### config.mk
export PLATFORM = sky130hd
export DESIGN_NAME = rtl_kernel_multi_ctrl
export DESIGN_NICKNAME = d
export VERILOG_FILES = /design/src/rtl/rtl_kernel_multi_ctrl.sv
export SDC_FILE = /design/constraint.sdc
export NUM_CORES = 1
export LEC_CHECK = 0
export CAP_MARGIN = 20
export CORE_MARGIN = 2
export CORE_UTILIZATION = 57
export CTS_CLUSTER_SIZE = 40
export DETAILED_ROUTE_END_ITERATION = 16
export PLACE_DENSITY = 0.88
export SYNTH_ARGS = -nofsm -noshare
export SYNTH_HDL_FRONTEND = slang
export SYNTH_SLANG_ARGS = --single-unit
### constraint.sdc
create_clock -name ap_clk -period 21 [get_ports ap_clk]
set_clock_uncertainty 0.1 [all_clocks]
set_input_delay 4.2 -clock ap_clk [delete_from_list [all_inputs] [get_ports ap_clk]]
set_output_delay 4.2 -clock ap_clk [all_outputs]
set_load 0.005 [all_outputs]
### src/rtl/rtl_kernel_multi_ctrl.sv
// Kernel ap_ctrl sequencer: fans ap_start out to NUM_CH engines and folds their done pulses back.
// Define KERNEL_CTRL_CHAIN_EN for ap_ctrl_chain handshaking (ap_done held until ap_continue).
module rtl_kernel_multi_ctrl #(
    parameter int unsigned NUM_CH            = 4,
    parameter int unsigned C_ADDR_WIDTH      = 64,
    parameter int unsigned C_XFER_SIZE_WIDTH = 32,
    parameter int unsigned LP_DEFAULT_BYTES  = 16384,
    parameter int unsigned C_CYCLE_CNT_WIDTH = 48
) (
    input  logic                             ap_clk,
    input  logic                             ap_rst_n,
    input  logic                             ap_start,
    input  logic                             ap_continue,
    output logic                             ap_idle,
    output logic                             ap_done,
    output logic                             ap_ready,
    input  logic [C_XFER_SIZE_WIDTH-1:0]     scalar_xfer_bytes,
    input  logic [NUM_CH-1:0]                scalar_ch_mask,
    input  logic [C_ADDR_WIDTH-1:0]          base_ptr,
    output logic [NUM_CH-1:0]                ch_start,
    output logic [NUM_CH*C_ADDR_WIDTH-1:0]   ch_addr,
    output logic [C_XFER_SIZE_WIDTH-1:0]     ch_xfer_bytes,
    input  logic [NUM_CH-1:0]                ch_done,
    output logic [C_CYCLE_CNT_WIDTH-1:0]     cycle_count,
    output logic                             err_empty_mask
);

    typedef enum logic [1:0] {
        IDLE   = 2'd0,
        LAUNCH = 2'd1,
        RUN    = 2'd2,
        DONE   = 2'd3
    } state_t;

    state_t                         state;
    state_t                         state_next;
    logic [1:0]                     rst_sync;
    logic                           rst_n;
    logic                           ap_start_r;
    logic                           start_pulse;
    logic [NUM_CH-1:0]              mask_r;
    logic [NUM_CH-1:0]              done_r;
    logic [C_XFER_SIZE_WIDTH-1:0]   eff_size;

    // Reset asserts asynchronously but is released on a clock edge.
    always_ff @(posedge ap_clk or negedge ap_rst_n) begin
        if (!ap_rst_n) rst_sync <= '0;
        else           rst_sync <= {rst_sync[0], 1'b1};
    end
    assign rst_n = rst_sync[1];

    assign start_pulse = ap_start & ~ap_start_r;
    assign eff_size    = (scalar_xfer_bytes == '0) ? C_XFER_SIZE_WIDTH'(LP_DEFAULT_BYTES)
                                                   : scalar_xfer_bytes;

`ifdef KERNEL_CTRL_CHAIN_EN
    logic done_entry;

    always_ff @(posedge ap_clk or negedge rst_n) begin
        if (!rst_n) done_entry <= 1'b0;
        else        done_entry <= (state_next == DONE) && (state != DONE);
    end
`else
    logic unused_continue;
    assign unused_continue = ap_continue;
`endif

    always_ff @(posedge ap_clk or negedge rst_n) begin
        if (!rst_n) state <= IDLE;
        else        state <= state_next;
    end

    always_comb begin
        state_next = state;
        ch_start   = '0;
        ap_done    = 1'b0;
        ap_ready   = 1'b0;
        case (state)
            IDLE: begin
                if (start_pulse)
                    state_next = (scalar_ch_mask == '0) ? DONE : LAUNCH;
            end
            LAUNCH: begin
                ch_start   = mask_r;
                state_next = RUN;
            end
            RUN: begin
                if ((done_r | (ch_done & mask_r)) == mask_r)
                    state_next = DONE;
            end
            DONE: begin
                ap_done = 1'b1;
`ifdef KERNEL_CTRL_CHAIN_EN
                ap_ready = done_entry;
                if (ap_continue)
                    state_next = IDLE;
`else
                ap_ready   = 1'b1;
                state_next = IDLE;
`endif
            end
            default: state_next = IDLE;
        endcase
    end

    always_ff @(posedge ap_clk or negedge rst_n) begin
        if (!rst_n) begin
            ap_start_r     <= 1'b0;
            mask_r         <= '0;
            done_r         <= '0;
            ch_addr        <= '0;
            ch_xfer_bytes  <= '0;
            cycle_count    <= '0;
            err_empty_mask <= 1'b0;
            ap_idle        <= 1'b1;
        end else begin
            ap_start_r <= ap_start;
            case (state)
                IDLE: begin
                    if (start_pulse) begin
                        mask_r         <= scalar_ch_mask;
                        ch_xfer_bytes  <= eff_size;
                        done_r         <= '0;
                        cycle_count    <= '0;
                        err_empty_mask <= (scalar_ch_mask == '0);
                        ap_idle        <= 1'b0;
                        // Channel offsets wrap silently at the address width.
                        for (int unsigned i = 0; i < NUM_CH; i++)
                            ch_addr[i*C_ADDR_WIDTH +: C_ADDR_WIDTH] <=
                                base_ptr + C_ADDR_WIDTH'(i) * C_ADDR_WIDTH'(eff_size);
                    end
                end
                LAUNCH, RUN: begin
                    done_r <= done_r | (ch_done & mask_r);
                    if (cycle_count != '1)
                        cycle_count <= cycle_count + C_CYCLE_CNT_WIDTH'(1);
                end
                DONE: begin
                    if (state_next == IDLE)
                        ap_idle <= 1'b1;
                end
                default: ;
            endcase
        end
    end

endmodule
[Yosys cells after proc, flatten, opt, wreduce, memory -nomap -nowiden]
Cells that the tools add are included.
Cells by class
  mux-type cells: 15
  add/sub/neg operators: 4
  $mul: 1
  divide/modulo/power cells: 0
  $lt $le $gt $ge: 0
  shift-type cells: 0
  bitwise operators: 4
  reduce and logical (&&, ||, !) cells: 11
  equality and inequality tests: 8
Operators with widths (count)
  $mux 48: 2
  $pmux 48 s2: 1
  $add 64x32->64: 1
  $add 64x33->64: 1
  $add 64x34->64: 1
  $add 48x1->48 const B: 1
  $ne 48x48->1 const B: 1
  $mul 2x32->34 const A: 1
  $logic_not 32->1: 1
  $mux 32: 1
  $mux 4: 2
  $pmux 2 s4: 1
  $pmux 4 s2: 1
  $mux 2: 3
  $ne 2x2->1 const B: 3
  $reduce_and 3->1: 2
  $and 4x4->4: 1
  $eq 2x2->1 const B: 2
  $eq 4x4->1: 1
  $logic_not 2->1: 2
  $logic_not 4->1: 1
  $or 4x4->4: 1
  $reduce_and 2->1: 2
  $reduce_bool 2->1: 2
  other kinds (6): 8
Storage, ports and cells
  word-level logic and storage cells: 53
  input bits: 108
  bits in read-only memories: 0
  register bits: 351
  bits in writable memories: 0
  latch bits: 0
  memories: 0
  output and inout port bits: 344

[Depth between registers and ports, before layout]
  word-level depth: 8
  depth in mapped cells: 22
  mapped depth without buffers: 18

[Worst setup path after synthesis]
No wires, ideal clock.
  path kind: input -> register
  from: in scalar_xfer_bytes[9]
  to: reg ch_addr[235]
  arrival time: 8.280 ns
  setup time: 0.087 ns
  slack: 12.533 ns
  data required time: 20.813 ns
  path buffers: 3
  stages: 21
  path through: buf_2 buf_1 nor4_1 nand4_1 nor2_1 nor2_1 inv_1 fa_1 ha_1 buf_2 a21oi_1 o21ai_1 a21oi_1 o21ai_0 a211oi_1 a21oi_2 a2111oi_1 nor3_1 a41oi_4 mux2_2 o211ai_1
On the way
  word-level cells in the longest chain between the ends: 4
RTL lines
  start: declaration: RTL line 17  | input logic [C_XFER_SIZE_WIDTH-1:0] scalar_xfer_bytes,
  $logic_not 32->1: RTL line 53  | assign eff_size = (scalar_xfer_bytes == '0) ? C_XFER_SIZE_WIDTH'(LP_DEFAULT_BYTES)
  $mux 32: RTL line 53
  named net eff_size[14]: RTL line 43  | logic [C_XFER_SIZE_WIDTH-1:0] eff_size;
  $mul 2x32->34: RTL line 130  | base_ptr + C_ADDR_WIDTH'(i) * C_ADDR_WIDTH'(eff_size);
  $add 64x34->64: RTL line 130
  end signal: indexed assignment: RTL line 129  | ch_addr[i*C_ADDR_WIDTH +: C_ADDR_WIDTH] <=
  end: declaration: RTL line 21  | output logic [NUM_CH*C_ADDR_WIDTH-1:0] ch_addr,
The timed path passes the listed nets, and every way through them passes these cells.
A chain may end at the register's enable or synchronous reset.

[Final worst setup path]
  from: in scalar_xfer_bytes[2]
  to: reg ch_addr[239]
The elaborated chain is that of the path after synthesis.

==> metrics <==
status=finished, final reports clean; detailed placer's ending HPWL=roughly 52,000 um; min cycle time layout=9556 ps; LEAKAGE=about 12 nW; vias in the first global route=20,260; CTS tree=done; Avg Cell Area, Syn=between 8 and 9 um^2; row count=71; DIE AREA=about 40,000 um^2; Pre-Repair DR Iteration Count=6; #FFs+latches synth=~350; CP cell instances=clkdlybuf4s50_1 -> nor4_1 -> nand4_1 -> nor2_1 -> nor2_1 -> inv_1 -> fa_1 -> ha_1 -> a21oi_1 -> o21ai_1 -> a21oi_1 -> o21ai_0 -> a211oi_1 -> a21oi_2 -> a2111oi_1 -> nor3_1 -> a41oi_4 -> mux2_2 -> o211ai_1; Slowest-stage cell, CP=clkdlybuf4s50_1; worst rel slew slack=between 20 and 25%; Syn Inst Count=approximately 2,600; Hold Slack=around 250 ps; final worst-path cycle share=a little under half; share of layout cells above drive strength 1=4.569%; synthesized cell area=approximately 22,000 um^2; HP Class=reg2async; DP Worst Slack=around 11,000 ps; clk root buf=clkbuf_16; WS Path Type=in2reg; # resized after CTS=0; I/O Pins=about 450; Final #Nets=between 3,000 and 4,000; DRT antenna net count=0; Max-Cap Viols=0; Synth Flop Type=dfrtp_1; Worst Path Max Fanout=18; CTS buffer count=39; Buf/Inv on CP=2; Setup crit start kind=input pin; max incr delay on CP=roughly 800 ps; GRT overflow=0; arrival time at the worst endpoint=just under 10,000 ps; Syn-to-layout area delta=26.02%; Vias=20,630; FILL cells=2,720; # setup viols final=0; first-pass GRT wire length=between 100,000 and 150,000 um; ys async rst share=100.0%; setup tns final=0 ps; FF-to-FF setup slack=approximately 17,000 ps; final hold vios=0; fmax=104.6 MHz; Reg area=a little under 9000 um^2; DR DRC count=0; maximum vdd drop=~78 uV; worst endpoint required time=21,370 ps; Synth Net Count=between 2,000 and 3,000; Final Power=0.003193 W; clk sinks=~350; Post-synth EDFFs=0; Slew @ Worst Pin=1161 ps; Synth cell types=90; CTS clk-pin slew, worst paths=roughly 60 ps; initial antenna violation count=2; die width=200.2 um; I/O Buffers=between 400 and 500; postcts setup bufs=0; Bufs on Longest Clock Path=3; Post-CTS Hold Buffers=0; Multi-input gate area=12,130 um^2; crit-path leading delay family=compound AO/OA/AOI/OAI gates; Vias/cell=approximately 6.0; Skew-Pair Late Insertion Delay=between 500 and 600 ps; Die Y=around 200 um; Max Transition Viols Final=0; Critical Path End Type=register; Max H-tree Level=2; Total Routed Length=between 70,000 and 80,000 um; RSZ-0062 raised after global routing=no; Core ar.=~38,000 um^2; Starting Density=between 50% and 60%; largest net degree at the start of global routing=264; worst setup margin=between 10,000 and 15,000 ps; GRT Overall Usage=35.12%; power density cells=roughly 120 nW/um^2; synth warn=0; sequential element share of the synthesized area=roughly two fifths; Util after Layout=approximately three quarters; drt wl/cell=~21 um; GP Congestion=~0.98; Starting DRT DRC Count=1,723
## layer usage
metal | track usage [%] | up-vias | wire, um
met1 | 42.71 | 9855 | 27270
met4 | 19.24 | 0 | 4147
met5 | 0 | - | 0
li1 | - | 9460 | -
met3 | 9.372 | 241 | 6751
met2 | 56.97 | 1073 | 33660
## per-stage QoR
step | cells | instance area, um^2
finish | 3424 | 27650
global route | 3424 | 27650
CTS | 3420 | 27590
detailed placement | 3354 | 26340
global placement | 3354 | 26340
floorplan | 2577 | 21940
## cells by family after synthesis
kind of cell | count (synthesis) | synth area share, %
compound gates | 614 | 17.89
xor+xnor | 237 | 9.462
fa+ha+maj | 126 | 7.175
buf+inv | 256 | 4.962
flops | 349 | 39.81
mux | 8 | 0.3935
other cells | 1 | 0.01709
simple gates | 986 | 20.29
## worst paths after layout
path | start | end | cells past startpoint
worst max-delay path | scalar_xfer_bytes[2] | ch_addr[239]$_DFFE_PN0P_ | 19
worst min-delay path | rst_sync[1]$_DFF_PN0_ | ch_addr[87]$_DFFE_PN0P_ | 0
worst max register to register | ap_start_r$_DFF_PN0_ | cycle_count[47]$_DFFE_PN0P_ | 10
worst min register to register | rst_sync[1]$_DFF_PN0_ | ch_addr[87]$_DFFE_PN0P_ | 0
max in group asynchronous | ap_rst_n | rst_sync[1]$_DFF_PN0_ | 1
min in group ap_clk | rst_sync[0]$_DFF_PN0_ | rst_sync[1]$_DFF_PN0_ | 0
## layout by cell type, fill, tap and decap left out, types with 63 or more instances in the layout
cell,Yosys,final
nand2_1,556,555
clkdlybuf4s50_1,0,450
dfrtp_1,348,347
o21ai_0,223,223
nor2_1,144,143
a21oi_1,125,125
xor2_1,121,121
xnor2_1,116,116
ha_1,87,87
nand3_1,67,67
a21o_1,66,66
inv_1,63,63
## report_power, final
part | switching [W] | leakage (nW) | internal [W] | total, W
Sequential | 0.000181 | 4.40 | 0.000949 | 0.00113
Clock | 0.000281 | 0.619 | 0.000401 | 0.000681
Combinational | 0.000666 | 7.27 | 0.000716 | 0.00138
Total | 0.00113 | 12.3 | 0.00207 | 0.00319
## final cells by class
class                   count  area share (%)
inverters                  63          0.8554
well taps                 511           2.313
multi-input cells        1972           43.89
diodes                      2         0.01810
repair buffers            461           16.83
clock inverters            10          0.3621
flip-flops and latches    349           31.61
clock buffers              56           4.132
## registers in the layout, summed over array words and instances (netlist names), named ones only
name,cells
ch_addr,254
cycle_count,48
ch_xfer_bytes,32
done_r,4
mask_r,4
rst_sync,2
ap_idle,1
ap_start_r,1
err_empty_mask,1
state,1
## cell usage after synthesis, drive strengths merged (4+ instances only)
library cell    n  area share (%)
ha             87             5.0
mux2            5            0.26
a22oi          10            0.34
nand4          23            0.66
a311oi         26             1.0
a31o            7            0.28
and3           34             1.0
a21o           66             2.3
a22o           11            0.44
fa              9            0.82
nand3          67             1.5
nor2          144             2.5
buf            60             1.6
o21ai         246             5.7
nor3           30            0.71
maj3           30             1.4
dfrtp         348              40
o31ai          16            0.55
nor3b           6            0.21
or3            22            0.63
clkbuf        133             2.3
and2           24            0.71
xnor2         116             4.6
or2             7            0.20
nor2b          14            0.40
a211o           5            0.21
nor4           23            0.98
nand2         556             9.5
o21a            9            0.31
nand2b         14            0.40
a211oi         13            0.44
o211ai         14            0.48
nor4b           4            0.19
o22ai           6            0.17
a21oi         127             2.9
o21bai          7            0.24
xor2          121             4.8
a31oi          16            0.62
a221oi          6            0.27
inv            63             1.1
a2111oi         5            0.40
and4            9            0.36
Note: power is estimated with default switching activity, not from simulation.
